File: config.mk
export PLATFORM = sky130hd
export DESIGN_NAME = rr_decoder_arbiter
export DESIGN_NICKNAME = d
export VERILOG_FILES = /design/src/rtl/rr_decoder_arbiter.sv
export SDC_FILE = /design/constraint.sdc
export NUM_CORES = 1
export LEC_CHECK = 0
export ABC_AREA = 1
export BUFFER_PORTS_ARGS = -buffer_cell sky130_fd_sc_hd__buf_2
export CAP_MARGIN = 20
export CORE_MARGIN = 1
export CORE_UTILIZATION = 40
export DETAILED_ROUTE_END_ITERATION = 8
export SYNTH_ARGS = -nofsm -noshare
export SYNTH_HDL_FRONTEND = slang
export SYNTH_SLANG_ARGS = --single-unit
File: constraint.sdc
create_clock -name clk -period 2.44 [get_ports clk]
set_input_delay 0.122 -clock clk [delete_from_list [all_inputs] [get_ports clk]]
set_output_delay 0.122 -clock clk [all_outputs]
set_load 0.005 [all_outputs]
File: src/rtl/rr_decoder_arbiter.sv
// rtl/rr_decoder_arbiter.sv - four-requester round-robin arbiter with hold limit and dead gap
module rr_decoder_arbiter #(
  parameter int unsigned MAX_HOLD = 8,
  parameter int unsigned HOLD_W   = 8
) (
  input  logic       clk,
  input  logic       rst_n,
  input  logic       arb_en,
  input  logic [3:0] req,
  output logic [1:0] grant_addr,
  output logic       grant_valid,
  output logic [3:0] grant,
  output logic       busy,
  output logic       preempt
);

  typedef enum logic [1:0] {IDLE, GRANT, GAP} state_t;

  // Counter value on the last allowed grant cycle; unused when MAX_HOLD is 0.
  localparam logic [HOLD_W-1:0] LAST_CNT = (MAX_HOLD == 0) ? '0 : HOLD_W'(MAX_HOLD - 1);

  state_t            state, state_d;
  logic [1:0]        ptr, ptr_d;
  logic [HOLD_W-1:0] hold_cnt, hold_cnt_d;
  logic [1:0]        grant_addr_d;
  logic              grant_valid_d;
  logic [3:0]        grant_d;
  logic              busy_d;
  logic              preempt_d;

  logic [1:0]        win;
  logic [1:0]        idx;
  logic              owner_req;
  logic              expire;

  // Round-robin search starting at ptr; scanning from the farthest offset down
  // leaves the nearest requester as the final assignment.
  always_comb begin
    win = ptr;
    idx = ptr;
    for (int i = 3; i >= 0; i--) begin
      idx = ptr + 2'(i);
      if (req[idx]) win = idx;
    end
  end

  assign owner_req = req[grant_addr];
  assign expire    = (MAX_HOLD != 0) && (hold_cnt == LAST_CNT);

  // Next-state and next-output logic; every output is registered.
  always_comb begin
    state_d       = state;
    ptr_d         = ptr;
    hold_cnt_d    = hold_cnt;
    grant_addr_d  = grant_addr;
    grant_valid_d = grant_valid;
    grant_d       = grant;
    busy_d        = busy;
    preempt_d     = 1'b0;
    case (state)
      GRANT: begin
        if (!owner_req || expire) begin
          // A dropped request wins over simultaneous expiry, so no preempt then.
          state_d       = GAP;
          ptr_d         = grant_addr + 2'd1;
          grant_valid_d = 1'b0;
          grant_d       = 4'b0000;
          busy_d        = 1'b0;
          preempt_d     = owner_req;
        end else if (hold_cnt != '1) begin
          hold_cnt_d = hold_cnt + 1'b1;
        end
      end
      default: begin
        // IDLE and GAP arbitrate identically; grant_addr keeps its old value when idle.
        if (arb_en && (req != 4'b0000)) begin
          state_d       = GRANT;
          grant_addr_d  = win;
          grant_valid_d = 1'b1;
          grant_d       = 4'b0001 << win;
          busy_d        = 1'b1;
          hold_cnt_d    = '0;
        end else begin
          state_d       = IDLE;
          grant_valid_d = 1'b0;
          grant_d       = 4'b0000;
          busy_d        = 1'b0;
        end
      end
    endcase
  end

  // State and output registers with asynchronous clear.
  always_ff @(posedge clk or negedge rst_n) begin
    if (!rst_n) begin
      state       <= IDLE;
      ptr         <= 2'd0;
      hold_cnt    <= '0;
      grant_addr  <= 2'd0;
      grant_valid <= 1'b0;
      grant       <= 4'b0000;
      busy        <= 1'b0;
      preempt     <= 1'b0;
    end else begin
      state       <= state_d;
      ptr         <= ptr_d;
      hold_cnt    <= hold_cnt_d;
      grant_addr  <= grant_addr_d;
      grant_valid <= grant_valid_d;
      grant       <= grant_d;
      busy        <= busy_d;
      preempt     <= preempt_d;
    end
  end

endmodule

==> impl_metrics.toml <==
[sta]
worst_hold_slack_ps = 154.7
skew_ps = 4.593
rsz0062_at_grt = "no"
worst_slack_ps = 852.6
slew-limit-headroom_pct = 70.50
setup_viol = 0
hold_violations = 0
max_freq_ghz = 0.6300
post-route-min-period_ps = 1587
finalMaxSlewViolations = 0
tightest_slew_ps = 442.5
fin_tns_setup_ps = 0
period_share_pct = 65.06

[min_path]
min_path_type = "in2reg"
holdPathStages = 3

[clocking]
post_cts_buffers = 0
cts_made_buffers = 3
root_buffer = "clkbuf_4"
htreeDepth = 1
cts_tree = "yes"
clockBufferDepth = 2
clkLatencyLatePin_ps = 320
post_cts_resized = 0
clk_pin_slew_ps = 120
cts_num_sinks = 19

[critical_path]
crit_family = "simple AND/OR/NAND/NOR gates"
crit_buf_inv = 0
crit_type = "reg2reg"
start_kind = "flip-flop"
critPathMaxFanout = 14
reg2reg_depth = 9
slowest_delay_ps = 410
crit_required_ps = 2700
cpMaxStageDelayCell = "dfrtp_1"
cp.depth = 9
cpMostUsedCell = "nand2_1"
worstPathArrival_ps = 1840
worst_setup_path_end_kind = "flip-flop"
crit_chain = "ha_1, nand2_1, nor3_1, nand2_1, nand2_2, nand2_4, nand2_4, nand2_1, o21ai_2"

[run_status]
status = "finished with violations"
violations = "DRC"

[power_and_ir_drop]
p_seq_share_pct = 33.9
pwr-share-clk_pct = 11.2
p_switching_w = 0.0007851
powerDensity_mw_per_mm2 = 1132
peakVddDrop_v = 0.0004652
power_frac_comb_pct = 54.9
power.internal_w = 0.0007439
swShare_pct = 51.35
leakagePower_nw = 0.7450

[route]
wl_per_cell_um = 11.64
dr.first_iter.drc_count = 40
drc = 1
routed_wl_mm = 2.514
ant_nets = 0
vias = 1076
via_per_inst = 4.981
firstDrtPassIters = 6

[cells_and_area]
multi_input_area_um2 = 656.9
fin_nets = 194
drive_above_1_share_pct = 25.41
antenna_cells = 0
fillers = 282
final_cells = 216
ff_latch_area_um2 = 475.5
synthToLayoutAreaGrowth_pct = 9.423

[placement]
port_buffers = 15
dp_slack_ps = 877.2
gp_congestion = 0.8267
hpwl_mm = 1.873
dp.cells = 211

[floorplan]
die_h_um = 57.57
coreArea_mm2 = 0.002829
fp.dieW_um = 57.57
rows = 19
die_area_mm2 = 0.003314
pin_count = 16
initial_utilization_pct = 43.65

[grt]
grt_pass1_vias = 1023
grt_max_degree = 20
grt_pass1_wl_mm = 4.457
antenna_found_initial = 0
grt_use_total_pct = 17.90
overflow = 0

[job]
cap_viol_max_count = 0

[synth]
syn_area_mm2 = 0.001235
synth-seq-cells = 19
synth_cell_types = 27
synth_cells = 168
syn_area_per_cell_um2 = 7.351
synth_fp_nets = 176
netlist_top_cells_area = "dfrtp_1, nand2_1, nand3_1"
synth_top_area_share_pct = 38.50
yosysWarningCount = 0
synth_seq_area_share_pct = 38.50
synth_top_cell_by_area = "dfrtp_1"
power by group through the flow:
stage / logic [W] / registers (W) / clock network, W
finish: 0.000839 / 0.000519 / 0.000171
global placement: 0.000825 / 0.000516 / 0
floorplan: 0.000746 / 0.000492 / 0
detailed placement: 0.000840 / 0.000519 / 0
CTS: 0.000848 / 0.000516 / 0.000178
global route: 0.000969 / 0.000534 / 0.000192
metrics by stage:
step           instance area [um^2]  utilization, %  power, W
2_1_floorplan                  1235               -  0.001238
3_3_place_gp                   1314           46.44  0.001342
3_5_place_dp                   1314           46.44  0.001360
5_1_grt                        1351           47.77  0.001695
6_report                       1351           47.77  0.001529
4_1_cts                        1351           47.77  0.001543
layout by cell type (no fill, tap or decap), types with 6 or more instances in the layout:
master,instances
o21ai_2,7
nand3_1,17
o21ai_1,6
nand2_1,65
inv_2,6
buf_2,15
inv_1,12
dfrtp_1,19
nand2_2,6
cell families after synthesis:
group / synth area share (%)
flip-flops: 38.50
buffers and inverters: 8.307
multiplexers: 0.8106
AO/OA/AOI/OAI: 9.219
AND/OR/NAND/NOR: 40.02
adder cells (fa/ha/maj): 1.013
XOR/XNOR: 2.128
registers in the layout, summed over array words and instances, names as in the netlist:
signal and flops:
hold_cnt 8, preempt 1, grant 4, ptr 2
grant_addr 2, state 2
tightest hold or removal path, cell delays in order:
cell	delay, ps
buf_2	110
nand3_2	130
o21ai_1	80
Yosys cell counts:
| library cell | count |
|---|---|
| nand2_1 | 65 |
| dfrtp_1 | 19 |
| nand3_1 | 17 |
| inv_1 | 12 |
| o21ai_2 | 7 |
| inv_2 | 6 |
| nand2_2 | 6 |
| o21ai_1 | 6 |
| nor2_1 | 3 |
| nor3_1 | 3 |
| buf_4 | 2 |
| nand2_4 | 2 |
| nand4_1 | 2 |
| nor2_2 | 2 |
| or2_1 | 2 |
| or2_2 | 2 |
| xor2_1 | 2 |
| a21oi_1 | 1 |
| buf_12 | 1 |
| ha_1 | 1 |
| mux2i_1 | 1 |
| nand3_2 | 1 |
| nor2_4 | 1 |
| nor3b_1 | 1 |
| o211ai_2 | 1 |
| o21ai_0 | 1 |
| xnor2_1 | 1 |
layout make-up:
class,instances,area share (%)
clock buffer,3,1.667
sequential,19,35.19
clock inverter,1,0.3704
timing repair buffer,16,6.296
inverter,18,5.000
multi-input combinational,128,48.61
tap,31,2.870
what timing repair did:
| item | CTS | global route |
|---|---|---|
| hold buffers | 1 | 0 |
| endpoints found under the hold margin | 19 | 0 |
| endpoints found under the setup margin | 0 | 0 |
final timing paths:
path / slack [ps] / from / endpoint
min: 150 / arb_en / grant_addr[0]$_DFFE_PN0P_
max: 850 / hold_cnt[0]$_DFFE_PN0P_ / hold_cnt[3]$_DFFE_PN0P_
max in group asynchronous: 1870 / rst_n / grant_addr[0]$_DFFE_PN0P_
max reg2reg: 850 / hold_cnt[0]$_DFFE_PN0P_ / hold_cnt[3]$_DFFE_PN0P_
min reg2reg: 500 / grant[2]$_DFFE_PN0P_ / grant[2]$_DFFE_PN0P_
min in group asynchronous: 260 / rst_n / hold_cnt[2]$_DFFE_PN0P_
per-layer routing:
metal / global-route usage [%] / vias up / share of wire (%)
li1: - / 568 / -
met1: 22.51 / 479 / 49
met2: 28.41 / 24 / 46
met3: 4.762 / 5 / 3.3
met4: 8.711 / 0 / 2.0
met5: 0 / - / 0
Power figures use the tool's default switching activity.
